**config.mk**
```make
export PLATFORM = sky130hd
export DESIGN_NAME = up_state_ctrl
export DESIGN_NICKNAME = d
export VERILOG_FILES = /design/src/rtl/up_state_ctrl.sv
export SDC_FILE = /design/constraint.sdc
export NUM_CORES = 1
export LEC_CHECK = 0
export ABC_AREA = 1
export CAP_MARGIN = 20
export CORE_ASPECT_RATIO = 1.75
export CORE_UTILIZATION = 49
export DETAILED_ROUTE_END_ITERATION = 6
export PLACE_DENSITY = 0.73
export SLEW_MARGIN = 40
export SYNTH_ARGS = -nofsm -noshare
export SYNTH_HDL_FRONTEND = slang
export SYNTH_SLANG_ARGS = --single-unit
```
**constraint.sdc**
```tcl
create_clock -name i_clk -period 1.3 [get_ports i_clk]
set_clock_uncertainty 0.1 [all_clocks]
set_input_delay 0.13 -clock i_clk [delete_from_list [all_inputs] [get_ports i_clk]]
set_output_delay 0.13 -clock i_clk [all_outputs]
set_load 0.05 [all_outputs]
```
**src/rtl/up_state_ctrl.sv**
```systemverilog
// up_state_ctrl: uP BOOT/RUN/PAUSING/PAUSED controller with a debounced pause button and debug toggle.
module up_state_ctrl #(
  parameter int DB_CYCLES = 16
) (
  input  logic       i_clk,
  input  logic       i_rstn,
  input  logic       i_bootDone,
  input  logic       i_coreHLT,
  input  logic       i_coreNowPaused,
  input  logic       i_pauseBtn,
  input  logic       i_extReq,
  output logic       o_smIsBooted,
  output logic       o_smStartPause,
  output logic [1:0] o_state
);
  typedef enum logic [1:0] {BOOT, RUN, PAUSING, PAUSED} state_t;
  state_t      state_q, state_d;
  logic        sync1_q, sync2_q, db_q, db_d, prev_q, eq, hit, evt;
  logic [15:0] cnt_q, cnt_d;
  always_comb begin
    eq      = sync2_q == db_q;
    hit     = cnt_q == 16'(DB_CYCLES - 1);
    cnt_d   = (eq || hit) ? 16'd0 : cnt_q + 16'd1;
    db_d    = (!eq && hit) ? sync2_q : db_q;
    evt     = (db_q & ~prev_q) | i_extReq;
    state_d = state_q;
    case (state_q)
      BOOT:    state_d = i_bootDone ? RUN : BOOT;
      RUN:     state_d = (evt || i_coreHLT) ? PAUSING : RUN;
      PAUSING: state_d = i_coreNowPaused ? PAUSED : PAUSING;
      PAUSED:  state_d = evt ? RUN : PAUSED;
      default: state_d = BOOT;
    endcase
  end
  always_ff @(posedge i_clk or negedge i_rstn) begin
    if (!i_rstn) begin
      state_q <= BOOT;
      sync1_q <= 1'b0;
      sync2_q <= 1'b0;
      db_q    <= 1'b0;
      prev_q  <= 1'b0;
      cnt_q   <= 16'd0;
    end else begin
      state_q <= state_d;
      sync1_q <= i_pauseBtn;
      sync2_q <= sync1_q;
      db_q    <= db_d;
      prev_q  <= db_q;
      cnt_q   <= cnt_d;
    end
  end
  // The core's pause flop tracks o_smStartPause, so it must stay high through PAUSED.
  assign o_smIsBooted   = state_q != BOOT;
  assign o_smStartPause = state_q[1];
  assign o_state        = state_q;
endmodule

```
; After elaboration in Yosys (flattened, before gate mapping)
; Cells that the tools add are included.
[totals]
out_inout_bits = 4
word_cells = 27
in_bits = 7
register_bits = 22
[op_classes]
n_addsub = 1
n_reduce_logical = 6
n_bitwise = 3
mux = 6
n_eq_ne = 5
[op_table]
columns = cell, n
row1 = "16-bit by 1-bit adder with 16-bit output, second input constant", 1
row2 = "16-bit by 4-bit equality test with 1-bit output, second input constant", 1
row3 = 16-bit 2-to-1 mux, 1
row4 = 2-bit case mux with 4 select lines, 1
row5 = "2-bit equality test, second input constant", 2
row6 = 2-bit 2-to-1 mux, 2
row7 = "2-bit by 1-bit equality test with 1-bit output, second input constant", 1
row8 = 2-bit zero test, 1
row9 = 1-bit logical OR, 2
row10 = 1-bit 2-to-1 mux, 2
row11 = 2-bit nonzero test, 1
row12 = 1-bit bitwise AND, 1
row13 = 1-bit equality test, 1
row14 = 1-bit logical AND, 1
row15 = 1-bit zero test, 1
row16 = 1-bit inverter, 1
row17 = 1-bit bitwise OR, 1

; Logic depth before layout (Yosys ltp)
; Gate-level depths: netlist of run 1.
[logic_depth]
ltp_word = 6
mapped_depth = 7
depth_no_buf = 7

; Worst setup path after synthesis of run 1
; OpenSTA, ideal clock, no wires.
[synth_path]
path_type = register -> register
from = register cnt_q[0]
to = register cnt_q[5]
t_arrival_ns = 1.171
path_buffers = 1
synth_period_minus_slack_ns = 1.391
slack_ns = -0.091
t_required_ns = 1.080
setup_ns = 0.120
path_stages_with_launch = 8
path_cell_list = dfrtp_1 > ha_1 > nand3_2 > nor2_2 > nand2_2 > nand2_4 > buf_6 > nor2_1
[synth_between]
elab_chain_cells = 3
word_cells_on_any_way = 4
cone_classes = add/sub: 1 / eq/ne: 1 / mux: 1 / reduce/logical: 1
[synth_lines]
columns = element, line_no
row1 = start: declaration, 19  ; logic [15:0] cnt_q, cnt_d;
row2 = start signal: assignment, 49  ; cnt_q <= cnt_d;
row3 = "parallel branches: the longest is 2 deep, another holds 16-bit by 1-bit adder with 16-bit output", --
row4 = 16-bit 2-to-1 mux *, 23  ; cnt_d = (eq || hit) ? 16'd0 : cnt_q + 16'd1;
row5 = named net cnt_d[5], 19
; Mark *: on every way through the listed nets, which the timed path passes.
; A chain may end at the register's enable or synchronous reset.

; Worst setup path in the final report of run 1
[layout_path]
from = register cnt_q[1]
to = register cnt_q[9]
; The elaborated chain is that of the path after synthesis.

==> results of run 1 <==
## power breakdown
part / leakage [nW] / internal [mW] / switching (mW)
sequential: 0.293 / 0.731 / 0.0418
combinational: 0.446 / 0.400 / 0.466
clock: 0.0150 / 0.121 / 0.230
## critical path, cell delays in order, from the launching register on
cell and delay [ps]:
dfrtp_1 410, buf_4 140, nand2_2 60, nor2_4 200, nand2_4 110, o21bai_4 150
nand2_1 70, nor2_1 110
## layout by cell type, fill, tap and decap left out
master	count
o21ai_2	1
nand2_8	2
nand2_2	6
nand3_2	4
clkbuf_1	1
inv_4	1
nor2_1	20
nor2_2	8
a21oi_1	2
dfrtp_2	2
nand4_1	6
nand2_1	28
nand2_4	2
buf_12	4
o21ai_1	1
buf_6	4
o21bai_4	1
nand3_1	4
dfrtp_1	20
clkdlybuf4s50_1	6
inv_1	11
buf_4	24
xnor2_1	3
o21ai_0	3
clkbuf_4	3
nor2_4	8
ha_4	1
nand3_4	1
inv_2	2
xor2_4	1
xor2_1	4
## synth_stat cells, drive strengths merged
cell type	count
ha	1
o21bai	1
xor2	5
buf	2
nand3	9
nor2	36
xnor2	3
dfrtp	22
nand2	37
nand4	6
inv	14
o21ai	5
a21oi	2
## area by class of cell
cell class              count  area share (%)
clock buffers               4            1.51
inverters                  14            3.17
multi-input cells         106            40.7
flip-flops and latches     22            31.8
well taps                  24            1.73
repair buffers             38            21.0
## cell families after synthesis
group / share of synthesized area (%)
buf+inv: 6.32
compound gates: 3.77
simple gates: 33.8
xor+xnor: 6.21
fa+ha+maj: 1.11
flops: 48.8
## metal layers
layer | up-vias | GRT usage [%] | part of all wire [%] | wire length, µm
met3 | 29 | 5.07 | 5.9 | 236
met1 | 593 | 33.6 | 33 | 1330
li1 | 532 | - | - | -
met2 | 90 | 55.5 | 54 | 2160
met5 | - | 0 | 0 | 0
met4 | 0 | 25.0 | 6.4 | 256
## metrics by stage
step                      setup slack [ps]  TNS, ps  cell area (µm²)
after global routing                  -179    -2330             1740
after CTS                            -48.0     -266             1640
after floorplan                      -54.2     -514             1130
after detailed placement              -136     -950             1420
final                                 -127    -1380             1740
after global placement               -86.9     -237             1420
## flip-flops by register name (all words and copies together), names as in the netlist
name	cells
db_q	1
sync2_q	1
cnt_q	16
o_state	2
sync1_q	1
prev_q	1
## worst paths after layout
kind / from / slack, ps / to / depth (start not counted)
max: cnt_q[1]$_DFF_PN0_ / -130 / cnt_q[9]$_DFF_PN0_ / 7
min: i_rstn / 40 / o_state[1]$_DFF_PN0_ / 2
max reg2reg: cnt_q[1]$_DFF_PN0_ / -130 / cnt_q[9]$_DFF_PN0_ / 7
min reg2reg: sync1_q$_DFF_PN0_ / 270 / sync2_q$_DFF_PN0_ / 0
max in group asynchronous: i_rstn / 820 / cnt_q[2]$_DFF_PN0_ / 2
min in group i_clk: i_pauseBtn / 130 / sync1_q$_DFF_PN0_ / 1
## what timing repair did
action                                  4_1_cts  5_1_grt
endpoints found under the hold margin         0        0
endpoints found under the setup margin       17       18
gates resized for setup                      26       24
cloned                                        1        0
buffers inserted                              9        2
pin swaps                                     8        7
==> flow_summary.toml, run 1 <==
[floorplanning]
start_util_pct = 52.6
die_w_um = 38.3
rows = 22
die-height_um = 65.5
core_area_um2 = 2150
ios = 11
dieArea_um2 = 2510

[power_and_ir_drop]
leakagePower_nw = 0.754
power.density_nw_per_um2 = 1150
peakVddDrop_mv = 1.04
p_total_mw = 1.99

[clock_tree]
cts_inserted_buffers = 3
clock_latency_ps = 330
h-tree-depth = 1
hold_buffers = 0
path_clk_slew_ps = 130
root_buffer = "clkbuf_4"
cts_tree = "built"
cts_sinks = 22
clock_path_buffers = 2

[outcome]
outcome = "complete, but fails checks"
violations = "negative setup slack"

[finish]
area_growth_pct = 53.9
seqCellArea_um2 = 553
final_util_pct = 80.9
num_antenna_cells = 0
drive_above_1_share_pct = 40.8
fillers = 130
multiInputGateArea_um2 = 707
finalNonFillerCells = 208
fin_nets = 193

[timing]
finalWorstSetupSlack_ps = -127
worst_slew_pin_slew_ps = 323
slew_headroom_pct = 78.4
fmax_mhz = 701
hold_slack_ps = 36.0
period_needed_ps = 1430
finalCritPeriodShare_pct = 110
finalSetupViolCount = 18
rsz0062_at_grt = "yes"
finalHoldViolCount = 0
slew_viol_final = 0

[synthesis]
synth.distinct_cells = 19
synth_area_leaders = "dfrtp_1 49%, nand2_1 11%, nor2_1 11%"
ys_ff_latch = 22
yosysTopAreaCell = "dfrtp_1"
syn_inst = 143
synth_nets = 151
netlist.area_leader.share_pct = 48.8
syn_area_um2 = 1130
synth.avg_cell_area_um2 = 7.89
ys_seq_area_share_pct = 48.8
ys_warn_count = 0

[place]
routabilityCongestion = 0.879
io_buffers = 10
place_inst = 193
hpwl_um = 1940

[routing]
first_pass_iters = 4
avgRoutedWirePerCell_um = 19.2
wirelength_um = 3990
num_vias = 1244
drc = 0
postRouteAntennaNets = 0
drt_iter0_markers = 107
routed_via_density = 5.98

[critical_path]
path_max_fanout = 5
crit_type = "reg2reg"
critPathLaunchType = "flip-flop"
arrival_ps = 1590
required_ps = 1470
end_kind = "flip-flop"

[global_route]
grt_pass1_wl_um = 5630
overflow = 0
grt_max_degree = 23
antenna_found_initial = 0
grtUsageTotal_pct = 32.8
first_global_vias = 1274

[flow_run]
drv_cap = 0

[hold_path]
hold_class = "in2async"
(Power assumes the default switching activity.)
==> inputs of run 2 (changes only) <==
--- a/config.mk
+++ b/config.mk
@@ -10,8 +10,10 @@
 export CORE_ASPECT_RATIO = 1.75
 export CORE_UTILIZATION = 49
 export DETAILED_ROUTE_END_ITERATION = 6
+export HOLD_SLACK_MARGIN = 0.12
 export PLACE_DENSITY = 0.73
 export SLEW_MARGIN = 40
 export SYNTH_ARGS = -nofsm -noshare
 export SYNTH_HDL_FRONTEND = slang
 export SYNTH_SLANG_ARGS = --single-unit
+export TNS_END_PERCENT = 50
==> run 2 against run 1 <==
Net effect: the run still ends with negative setup slack left; flip-flop and latch count did not move; core utilization fell by 3.6 points; fmax rose by 0.55%; global-route usage fell by 5.1 points; design area fell by 4.5%; setup slack improved by 7.8 ps; clock power fell by 9.1%; wire length fell by 19%; cell count rose by 0.96%; via count fell by 8.8%; total power fell by 4.9%; non-clock buffer count rose by 2; critical path type unchanged; largest cell class unchanged.
==> flow_summary.toml, run 2 (synthesized netlist as in run 1, its figures left out) <==
[finish]
largest_reg_flops = 16
layout_common_cells = "32 x nand2_1, 28 x buf_4, 26 x nor2_1, 20 x dfrtp_1, 8 x inv_1"
final_util_pct = 77.3
area_growth_pct = 47.0
finalNonFillerCells = 210
num_antenna_cells = 0
fin_nets = 195
regMostFlops = "cnt_q"
drive_above_1_share_pct = 35.5
final_common_cell = "nand2_1"
fillers = 135

[timing]
rsz0062_at_grt = "yes"
slew_viol_final = 0
slew_headroom_pct = 78.9
finalHoldViolCount = 0
finalSetupViolCount = 17
finalCritPeriodShare_pct = 109
hold_slack_ps = 156
worst_slew_pin_slew_ps = 316
fmax_mhz = 705
finalWorstSetupSlack_ps = -119
period_needed_ps = 1420

[power_and_ir_drop]
swShare_pct = 35.7
switchingPower_mw = 0.675
peakVddDrop_mv = 0.687
pwr-share-clk_pct = 16.8
p_comb_share_pct = 42.8
p_int_mw = 1.22
power_frac_seq_pct = 40.4
power.density_nw_per_um2 = 1140
leakagePower_nw = 0.741

[clock_tree]
h-tree-depth = 1
clock_latency_ps = 300
root_buffer = "clkbuf_4"
cts_inserted_buffers = 3
path_clk_slew_ps = 120
cts_tree = "built"
cts_sinks = 22
clock_path_buffers = 2

[flow_run]
drv_cap = 0

[critical_path]
timing.rr.start = "cnt_q[1]$_DFF_PN0_"
slowest_stage = "dfrtp_1"
crit_type = "reg2reg"
end_kind = "flip-flop"
cpPeakStageDelay_ps = 380
critPathLaunchType = "flip-flop"
path_max_fanout = 4
r2r_end = "cnt_q[6]$_DFF_PN0_"
path_cells = "ha_2 > nand3_4 > nor2_4 > buf_4 > xnor2_1 > nor2_1"
reg2reg_depth = 6
arrival_ps = 1520
reg2reg_slack_ps = -120
required_ps = 1400

[floorplanning]
die_w_um = 38.3
ios = 11
core_area_um2 = 2150
die-height_um = 65.5
start_util_pct = 52.6
dieArea_um2 = 2510
rows = 22

[routing]
wirelength_um = 3210
drt_iter0_markers = 69
num_vias = 1135
first_pass_iters = 5
postRouteAntennaNets = 0
drc = 0
avgRoutedWirePerCell_um = 15.3
routed_via_density = 5.40

[hold_path]
hold_depth = 1
hold_class = "in2reg"
min_to = "sync1_q$_DFF_PN0_"
min_from = "i_pauseBtn"

[place]
place_inst = 193
routabilityCongestion = 0.879
hpwl_um = 1920
io_buffers = 10

[global_route]
overflow = 0
first_global_vias = 1147
grtUsageTotal_pct = 27.7
grt_pass1_wl_um = 4850
grt_max_degree = 23
antenna_found_initial = 0

[outcome]
outcome = "complete, but fails checks"
violations = "negative setup slack"
-- run 2: changes by cell type in the layout (fill, tap and decap cells not counted), moves of 3 or more --
cell	before	now
buf_4	24	28
buf_6	4	1
inv_1	11	8
inv_2	2	6
nand2_1	28	32
nand2_2	6	3
nor2_1	20	26
nor2_4	8	4
-- run 2: cell type report --
| cell class | count | area (µm²) | share of cell area, % |
|---|---|---|---|
| clock buffer | 4 | 26.3 | 1.58 |
| inverter | 14 | 52.6 | 3.17 |
| multi-input combinational | 106 | 626 | 37.7 |
| sequential | 22 | 553 | 33.3 |
| tap | 24 | 30.0 | 1.81 |
| timing repair buffer | 40 | 372 | 22.4 |
-- run 2: power by group through the flow --
stage	sequential, mW	clock, mW	combinational [mW]
global route	0.770	0.355	0.846
CTS	0.756	0.326	0.804
floorplan	0.892	0	0.254
detailed placement	0.815	0	0.690
finish	0.765	0.318	0.809
global placement	0.813	0	0.683
-- run 2: critical path: cells and delay by family, from the launching register on --
family / cells / cell delay [ps]
xor gates and xnor gates: 1 / 110
adders and majority gates: 1 / 210
buffers and inverters: 1 / 140
DFF: 1 / 380
and+or+nand+nor: 3 / 380
-- run 2: per-stage QoR --
step / total power [mW] / worst slack [ps] / instance area [µm²] / setup TNS (ps)
2_1_floorplan: 1.15 / -54.2 / 1130 / -514
4_1_cts: 1.89 / -46.1 / 1570 / -394
6_report: 1.89 / -119 / 1660 / -831
3_3_place_gp: 1.50 / -86.8 / 1420 / -235
5_1_grt: 1.97 / -177 / 1660 / -1920
3_5_place_dp: 1.50 / -140 / 1420 / -904
-- run 2: worst max path at each step --
stage / startpoint / endpoint
5_1_grt: cnt_q[1]$_DFF_PN0_ / cnt_q[14]$_DFF_PN0_
4_1_cts: db_q$_DFFE_PN0P_ / cnt_q[10]$_DFF_PN0_
2_1_floorplan: cnt_q[0]$_DFF_PN0_ / cnt_q[5]$_DFF_PN0_
6_report: cnt_q[1]$_DFF_PN0_ / cnt_q[6]$_DFF_PN0_
3_5_place_dp: cnt_q[1]$_DFF_PN0_ / cnt_q[10]$_DFF_PN0_
3_3_place_gp: cnt_q[1]$_DFF_PN0_ / cnt_q[10]$_DFF_PN0_
-- run 2: timing repair --
action	CTS	global route
gates cloned	1	0
pin swaps	5	13
endpoints found under the hold margin	22	0
setup buffers	6	5
hold buffers	1	0
setup endpoints to repair	17	18
resized for setup	14	16
-- run 2: metal layers --
layer / track usage [%] / up-vias / wire length, µm
met2: 50.8 / 57 / 1810
met4: 15.2 / 0 / 148
met5: 0 / - / 0
met1: 28.0 / 524 / 1100
met3: 3.04 / 18 / 156
li1: - / 536 / -
==> inputs of run 3 (changes only) <==
--- a/config.mk
+++ b/config.mk
@@ -9,6 +9,7 @@
 export CAP_MARGIN = 20
 export CORE_ASPECT_RATIO = 1.75
 export CORE_UTILIZATION = 49
+export CTS_BUF_LIST = sky130_fd_sc_hd__clkbuf_4 sky130_fd_sc_hd__clkbuf_8 sky130_fd_sc_hd__clkbuf_16
 export DETAILED_ROUTE_END_ITERATION = 6
 export HOLD_SLACK_MARGIN = 0.12
 export PLACE_DENSITY = 0.73
==> run 3 against run 2 <==
Net effect: the flow still finishes with violations (negative setup slack); critical endpoint is now cnt_q[7]$_DFF_PN0_; largest cell class unchanged; die area unchanged; total power rose by 2.6%; via count is 0.79% higher; critical path depth stayed put; critical path type unchanged; combinational power is 2% higher; fmax up 0.18%; sequential share of layout area fell by 0.74 points; register-to-register slack hardly changed; flip-flop and latch count unchanged; non-clock buffer count is 2 lower.
==> flow_summary.toml, run 3 (synthesized netlist as in run 1, its figures left out) <==
[outcome]
outcome = "complete, but fails checks"
violations = "negative setup slack"

[power_and_ir_drop]
p_total_mw = 1.94
peakVddDrop_mv = 0.810
leakagePower_nw = 0.739
power.density_nw_per_um2 = 1140

[timing]
finalWorstSetupSlack_ps = -117
rsz0062_at_grt = "yes"
finalHoldViolCount = 0
finalCritPeriodShare_pct = 109
slew_headroom_pct = 75.3
period_needed_ps = 1420
finalSetupViolCount = 17
slew_viol_final = 0
hold_slack_ps = 155
worst_slew_pin_slew_ps = 369
fmax_mhz = 706

[routing]
wl_met2_um = 1950
wirelength_um = 3500
avgRoutedWirePerCell_um = 16.8
first_pass_iters = 4
drt_iter0_markers = 32
routed.top_layer = "met4"
wl_met3_um = 152
drc = 0
postRouteAntennaNets = 0
num_vias = 1144
drt-met1-wl_um = 1230
routed_via_density = 5.50

[critical_path]
reg2reg_depth = 6
path_max_fanout = 8
reg2reg_slack_ps = -120
required_ps = 1400
critPathLaunchType = "flip-flop"
arrival_ps = 1520
end_kind = "flip-flop"
crit_type = "reg2reg"

[hold_path]
hold_depth = 1
hold_class = "in2reg"

[finish]
largest_reg_flops = 16
regMostFlops = "cnt_q"
finalNonFillerCells = 208
final_area_um2 = 1700
drive_above_1_share_pct = 39.1
final_common_cell = "nand2_1"
num_antenna_cells = 0
area_growth_pct = 50.3
fin_nets = 193
layout_common_cells = "30 x nand2_1, 26 x buf_4, 21 x nor2_1, 20 x dfrtp_1"

[clock_tree]
h-tree-depth = 1
clock_path_buffers = 2
path_clk_slew_ps = 130
cts_inserted_buffers = 3
clock_latency_ps = 300
root_buffer = "clkbuf_4"
cts_tree = "built"
cts_sinks = 22

[place]
hpwl_um = 1920
io_buffers = 10
placedInstanceArea_um2 = 1420
routabilityCongestion = 0.879
place_inst = 193
dpl_worst_slack_ps = -140

[flow_run]
drv_cap = 0

[floorplanning]
core_area_um2 = 2150
rows = 22
ios = 11
start_util_pct = 52.6
die-height_um = 65.5
dieArea_um2 = 2510
die_w_um = 38.3

[global_route]
overflow = 0
antenna_found_initial = 0
first_global_vias = 1178
grtUsageTotal_pct = 27.7
grt_max_degree = 23
grt_pass1_wl_um = 4870
-- run 3: cell types whose count changed in the layout (fill, tap and decap cells not counted), sizes merged --
cell and change:
buf -2
-- run 3: path summary, 6_finish.rpt --
path                                startpoint                    to
hold reg to reg              sync1_q$_DFF_PN0_     sync2_q$_DFF_PN0_
setup / recovery           cnt_q[10]$_DFF_PN0_    cnt_q[7]$_DFF_PN0_
min in group asynchronous               i_rstn      prev_q$_DFF_PN0_
setup reg to reg           cnt_q[10]$_DFF_PN0_    cnt_q[7]$_DFF_PN0_
max in group asynchronous               i_rstn  o_state[1]$_DFF_PN0_
hold / removal                      i_pauseBtn     sync1_q$_DFF_PN0_
-- run 3: repair_timing --
action	in CTS	in global routing
endpoints found under the hold margin	22	0
pin swaps	3	14
hold buffers	1	0
gates cloned	1	0
endpoints found under the setup margin	17	18
gates resized for setup	12	30
buffers inserted	5	4
-- run 3: cell type report --
class                   count  area (µm²)
repair buffers             38         357
well taps                  24        30.0
fillers                   140         450
inverters                  14        55.1
multi-input cells         106         672
flip-flops and latches     22         553
clock buffers               4        30.0
-- run 3: power by group --
group	switching, mW	total (mW)	internal (mW)
combinational	0.454	0.825	0.370
sequential	0.0353	0.766	0.731
clock	0.211	0.351	0.140
-- run 3: through the flow --
stage                     util (%)  setup TNS, ps
after floorplan                  -           -514
after detailed placement      66.2           -904
after global routing          79.0          -2110
after global placement        66.2           -235
after CTS                     72.6           -360
final                         79.0          -1380
-- run 3: worst max-delay path: stages (launching register included) --
cell     delay, ps
dfrtp_1        420
inv_2           80
nand4_1        190
nor2_4         200
nand2_4        120
nand2_8        140
nor2_1          60
-- run 3: metal layers --
| layer | GRT usage (%) | up-vias |
|---|---|---|
| li1 | - | 531 |
| met1 | 26.2 | 539 |
| met2 | 50.8 | 56 |
| met3 | 4.05 | 18 |
| met4 | 17.9 | 0 |
| met5 | 0 | - |
